<file path="src/rtl/cacheline_adaptor.sv">
// cacheline_adaptor: 256-bit line <-> four 64-bit memory bursts.
// Optional: CACHELINE_ADAPTOR_LINE_REUSE_EN serves a repeat read of the last line.

module cacheline_adaptor (
    input  logic         clk,
    input  logic         rst,
    input  logic         line_read_i,
    input  logic         line_write_i,
    input  logic [31:0]  line_address_i,
    input  logic [255:0] line_wdata_i,
    output logic [255:0] line_rdata_o,
    output logic         line_resp_o,
    output logic         burst_read_o,
    output logic         burst_write_o,
    output logic [31:0]  burst_address_o,
    output logic [63:0]  burst_wdata_o,
    input  logic [63:0]  burst_rdata_i,
    input  logic         burst_resp_i
);

    typedef enum logic [1:0] {
        IDLE  = 2'd0,
        READ  = 2'd1,
        WRITE = 2'd2,
        DONE  = 2'd3
    } state_t;

    state_t         state;
    logic [1:0]     beat;
    logic [31:0]    addr;
    logic [255:0]   wdata;
    logic [191:0]   rbuf;
    logic [255:0]   rdata;

`ifdef CACHELINE_ADAPTOR_LINE_REUSE_EN
    logic           valid;
    logic [26:0]    tag;
    logic           hit;

    assign hit = valid && (tag == line_address_i[31:5]);
`endif

    assign burst_read_o    = (state == READ);
    assign burst_write_o   = (state == WRITE);
    assign line_resp_o     = (state == DONE);
    assign burst_address_o = addr & ~32'h1f;
    assign burst_wdata_o   = wdata[{beat, 6'd0} +: 64];
    assign line_rdata_o    = rdata;

    // Transaction FSM: latch request, walk four beats, pulse completion.
    always_ff @(posedge clk) begin
        if (rst) begin
            state <= IDLE;
            beat  <= 2'd0;
            addr  <= 32'd0;
            wdata <= 256'd0;
            rbuf  <= 192'd0;
            rdata <= 256'd0;
`ifdef CACHELINE_ADAPTOR_LINE_REUSE_EN
            valid <= 1'b0;
            tag   <= 27'd0;
`endif
        end else begin
            unique case (state)
                IDLE: begin
                    if (line_read_i) begin
                        addr <= line_address_i;
                        beat <= 2'd0;
`ifdef CACHELINE_ADAPTOR_LINE_REUSE_EN
                        state <= hit ? DONE : READ;
`else
                        state <= READ;
`endif
                    end else if (line_write_i) begin
                        addr  <= line_address_i;
                        wdata <= line_wdata_i;
                        beat  <= 2'd0;
                        state <= WRITE;
`ifdef CACHELINE_ADAPTOR_LINE_REUSE_EN
                        if (hit) valid <= 1'b0;
`endif
                    end
                end
                READ: begin
                    if (burst_resp_i) begin
                        beat <= beat + 2'd1;
                        unique case (beat)
                            2'd0: rbuf[63:0]    <= burst_rdata_i;
                            2'd1: rbuf[127:64]  <= burst_rdata_i;
                            2'd2: rbuf[191:128] <= burst_rdata_i;
                            2'd3: begin
                                rdata <= {burst_rdata_i, rbuf};
                                state <= DONE;
`ifdef CACHELINE_ADAPTOR_LINE_REUSE_EN
                                valid <= 1'b1;
                                tag   <= addr[31:5];
`endif
                            end
                        endcase
                    end
                end
                WRITE: begin
                    if (burst_resp_i) begin
                        beat <= beat + 2'd1;
                        if (beat == 2'd3) state <= DONE;
                    end
                end
                DONE: begin
                    state <= IDLE;
                end
            endcase
        end
    end

endmodule

</file>
<file path="config.mk">
export PLATFORM = sky130hd
export DESIGN_NAME = cacheline_adaptor
export DESIGN_NICKNAME = d
export VERILOG_FILES = /design/src/rtl/cacheline_adaptor.sv
export SDC_FILE = /design/constraint.sdc
export NUM_CORES = 2
export LEC_CHECK = 0
export CAP_MARGIN = 30
export CORE_MARGIN = 2
export CORE_UTILIZATION = 35
export CTS_CLUSTER_DIAMETER = 30
export DETAILED_ROUTE_END_ITERATION = 12
export PLACE_DENSITY = 0.75
export SETUP_SLACK_MARGIN = 0.5
export SLEW_MARGIN = 10
export SYNTH_ARGS = -nofsm -noshare
export SYNTH_HDL_FRONTEND = slang
export SYNTH_SLANG_ARGS = --single-unit
</file>
<file path="constraint.sdc">
create_clock -name clk -period 2 [get_ports clk]
set_input_delay 0.4 -clock clk [delete_from_list [all_inputs] [get_ports clk]]
set_output_delay 0.4 -clock clk [all_outputs]
set_load 0.02 [all_outputs]
</file>
[Word level (Yosys, flattened, before mapping)]
Cells that the tools add are included.
Word-level totals
  flip-flop bits (word level): 740
  input port bits: 357
  output and inout port bits: 355
  word-level logic and storage cells: 44
Cells by class
  add/subtract/negate cells: 1
  equality and inequality tests: 9
  shift-type cells: 1
  multiplexer cells: 11
  bitwise operators: 1
  reductions and logical operators: 13
Operator list (count)
  256-bit by 9-bit indexed part select with 64-bit output: 1
  32-bit two-way mux: 2
  3-bit AND reduction: 7
  2-bit two-way mux: 7
  2-bit == test (second input constant): 4
  2-bit one-hot mux with 3 select lines: 1
  2-bit by 1-bit == test with 1-bit output (second input constant): 2
  2-bit logical NOT: 2
  2-bit by 1-bit inequality test with 1-bit output (second input constant): 2
  2-bit one-hot mux with 2 select lines: 1
  2-bit nonzero test: 2
  3-bit inequality test (second input constant): 1
  2-bit by 1-bit adder with 2-bit output (second input constant): 1
  2-bit AND reduction: 1
  2-bit OR reduction: 1
  1-bit inverter: 1

[Logic depth before layout (Yosys ltp)]
  depth after elaboration: 4
  gate-level depth with buffers: 10
  gate-level depth less buffers: 5

[Worst setup path before layout]
OpenSTA, ideal clock, no wires.
  path type: flip-flop to flip-flop
  from: reg beat[0]
  to: reg rbuf[10]
  setup time: 70 ps
  arrival time: 1797 ps
  slack: 133 ps
  cell stages (with the launch flop): 10
  buffers on the path: 4
  period minus slack after synthesis: 1867 ps
  cell sequence: dfxtp_1 clkbuf_1 buf_6 buf_6 inv_1 ha_1 nand3_1 clkbuf_1 nand2_1 a21oi_1
On the way
  cells in the longest elaborated chain, start to end: 2
Ends and longest elaborated chain
  from (decl): RTL line 29  | logic [1:0] beat;
  from (signal assigned): RTL line 86  | beat <= beat + 2'd1;
  from (signal assigned): RTL line 104  | beat <= beat + 2'd1;
  2-bit logical NOT: RTL line 87  | unique case (beat)
  3-bit AND reduction (no source line)
  to (signal assigned): RTL line 88  | 2'd0: rbuf[63:0] <= burst_rdata_i;
  to (decl): RTL line 32  | logic [191:0] rbuf;
Every way passes these cells.
A chain may end at the register's enable or synchronous reset.

[Worst setup path after layout]
  from: reg beat[0]
  to: out burst_wdata_o[11]
On the way
  cells in the longest elaborated chain, start to end: 1
Ends and longest elaborated chain
  256-bit by 9-bit indexed part select with 64-bit output: RTL line 47  | assign burst_wdata_o = wdata[{beat, 6'd0} +: 64];
  to (decl): RTL line 16  | output logic [63:0] burst_wdata_o,
Every way passes these cells.

==> metrics <==
status=finished, violations left; failing checks=negative setup slack; first-pass GRT wire length=151,000 µm; Compound-Gate Fraction of Synth Area=13.8%; Layout Area Growth over Synthesis=62.4%; Post-Synth Adder-Cell Area=0.415%; synthesized area=0.0271 mm²; fin. max-slew vios=0; Die ar.=0.0797 mm²; Die Ht=282 µm; max-cap violations=0; CTS root buf=clkbuf_16; Port Buffer Count=701; vias per inst=5.16; Critical Path Source=beat[0]; vias in the first global route=26,300; Detailed Routing Iterations Pass 1=7; nets=4,516; finished layout cell area=0.0440 mm²; Worst-path clk slew=0.05 ns; Flop pwr share=33.8%; YS warnings=0; wire per inst=20.3 µm; Synth Area per Inst=8.23 µm²; f_max=382 MHz; R2R Setup Slk=-0.26 ns; startpoint types=flip-flop; DP Wirelength=65,300 µm; Initial DRC Count=2,174; Bufs on Longest Clock Path=3; Setup-failing EPs final=501; DIE WIDTH=282 µm; DRC=0; WP data required=1.60 ns; async set-reset flop share out of synthesis=0%; multiplexer area fraction after synthesis=5.39%; fraction of synthesized cell area in xor and xnor cells=0%; Reg2Reg Launch Point=beat[0]; Gate Count Post-Synth=3,297; antenna viol nets, final=0; main combinational cell family by area after synthesis=simple AND/OR/NAND/NOR gates; PwrDens=1090 mW/mm²; H-tree depth=4; R2R Path End=rbuf[34]; CTS tree=yes; flops & latches, synth=735; Rows=102; min-delay worst type=in -> reg; RD Place Congestion=0.900; endpoint type of the worst setup path=output port; internal power=0.0351 W; crit path max fanout=6; clock share of power=49.5%; period utilization=131%; leakage power=16.3 nW; number of synthesized flops with an enable pin=0; initial antenna violation count=18; pin count of the biggest net entering global routing=100; clock latency on the worst-skew pair=0.72 ns; Sw Ratio=27.3%; Slew headroom=52.2%; clk_skew=0.0520 ns; Final min period=2.62 ns; Worst EP arrival=2.22 ns; num ports=712; Synth Area in Simple Gates=20.6%; Fin. Hold Viols=0; worst-case reg-to-reg path depth=11; Finished Core Util=57.1%; gr usage total=24.6%; Starting Density=35.2%; Synth Flop Type=dfxtp_1; global route total overflow=0; worst setup path end=burst_wdata_o[11]; Comb power frac=16.7%; synth unique cells=29; register area share after synthesis=54.3%; placed inst area=0.0359 mm²; core area=0.0771 mm²; via count=27,500; number of CTS-inserted buffers=136; worst slew pin tran=0.717 ns; RSZ-0062 raised after global routing=true; VDD IR-drop max=1.00 mV; Final WS setup=-0.619 ns; clk sinks=735; share of cells above drive strength 1=30.3%; Sw Pwr=0.0132 W; critical setup path kind=reg -> out; Routed Wire Length=108,000 µm
## per-layer routing
layer | vias up | routed length (µm) | GRT usage [%]
met5 | - | 23 | 0
met4 | 4 | 7740 | 18.0
met3 | 387 | 10300 | 7.44
met2 | 1398 | 51900 | 40.5
met1 | 13100 | 38200 | 26.9
li1 | 12500 | - | -
## timing repair
action,4_1_cts,5_1_grt
cloned,28,13
buffers inserted,61,22
hold buffers,0,0
setup endpoints to repair,1058,1063
gates resized for setup,2428,125
pin swaps,23,22
## kinds of logic after synthesis
logic type	count (synthesis)
AOI/OAI and AO/OA	743
adders and majority gates	9
buffers and inverters	267
DFF	735
muxes	66
other	1
and+or+nand+nor	1476
## placed cells by master (no fill, tap or decap), drive strengths merged, types with 4 or more instances in the layout
cell type,instances
nand2,1462
dfxtp,735
a21oi,734
buf,598
clkdlybuf4s50,356
clkbuf,187
mux4,64
clkinv,32
inv,19
diode,17
bufinv,16
clkinvlp,13
ha,9
bufbuf,6
conb,5
o21ai,5
and3,4
nand3,4
## power groups by stage
stage / clock (W) / combinational, W / sequential [W]
after detailed placement: 0 / 0.00692 / 0.0165
after CTS: 0.0240 / 0.00783 / 0.0162
final: 0.0239 / 0.00804 / 0.0163
after global placement: 0 / 0.00683 / 0.0165
after global routing: 0.0249 / 0.00855 / 0.0164
after floorplan: 0 / 0.00412 / 0.0164
## registers in the layout, indices dropped and copies added, names as in the netlist
register	cells
wdata	256
addr	27
state	2
rbuf	192
line_rdata_o	256
beat	2
## worst max-delay path, cell delays in order, from the launching register on
cell and delay (ns):
dfxtp_4 0.37, buf_12 0.13, buf_8 0.14, buf_12 0.14, mux4_2 0.55, buf_6 0.16
## layout make-up
cell class	instances	area, µm²
Multi-Input combinational cell	2299	11400
Sequential cell	735	15100
Clock inverter	75	1160
Antenna cell	17	42.5
Fill cell	6178	33000
Tap cell	1040	1300
Inverter	5	28.8
Timing Repair Buffer	973	11300
Clock buffer	175	3700
## synth_stat cells (3+ instances only)
master    number  area share [%]
buf_4         36             1.0
nand3_1        3           0.055
and3_1         4           0.092
mux4_2        64             5.3
dfxtp_1      735              54
clkbuf_1      76             1.1
a21oi_1      734              14
inv_1          5           0.069
ha_1           9            0.42
buf_6         30             1.2
buf_2        111             2.0
buf_1          9            0.12
nand2_1     1462              20
o21ai_0        4           0.074
## per-stage QoR
step           setup slack, ns  hold WS (ns)  power, W  TNS (ns)  instances
3_3_place_gp            -0.284         0.435    0.0233    -13.83       4928
3_5_place_dp            -0.308         0.441    0.0234    -15.35       4928
5_1_grt                 -0.678        0.0348    0.0498   -124.24       5317
2_1_floorplan            0.295         0.432    0.0205         0       3301
4_1_cts                 -0.663        0.0157    0.0481    -74.69       5267
6_report                -0.619        0.0560    0.0482    -84.32       5319
## how the worst min path moves through the flow
stage	end	cells past startpoint	slack [ns]	startpoint
after floorplan	line_rdata_o[0]	2	0.43	rbuf[0]
after global placement	line_rdata_o[8]	2	0.44	rbuf[8]
after detailed placement	line_rdata_o[160]	2	0.44	rbuf[160]
after CTS	rbuf[119]	2	0.02	rst
after global routing	rbuf[119]	2	0.03	rst
final	rbuf[117]	2	0.06	rst
Note: power is estimated with default switching activity, not from simulation.
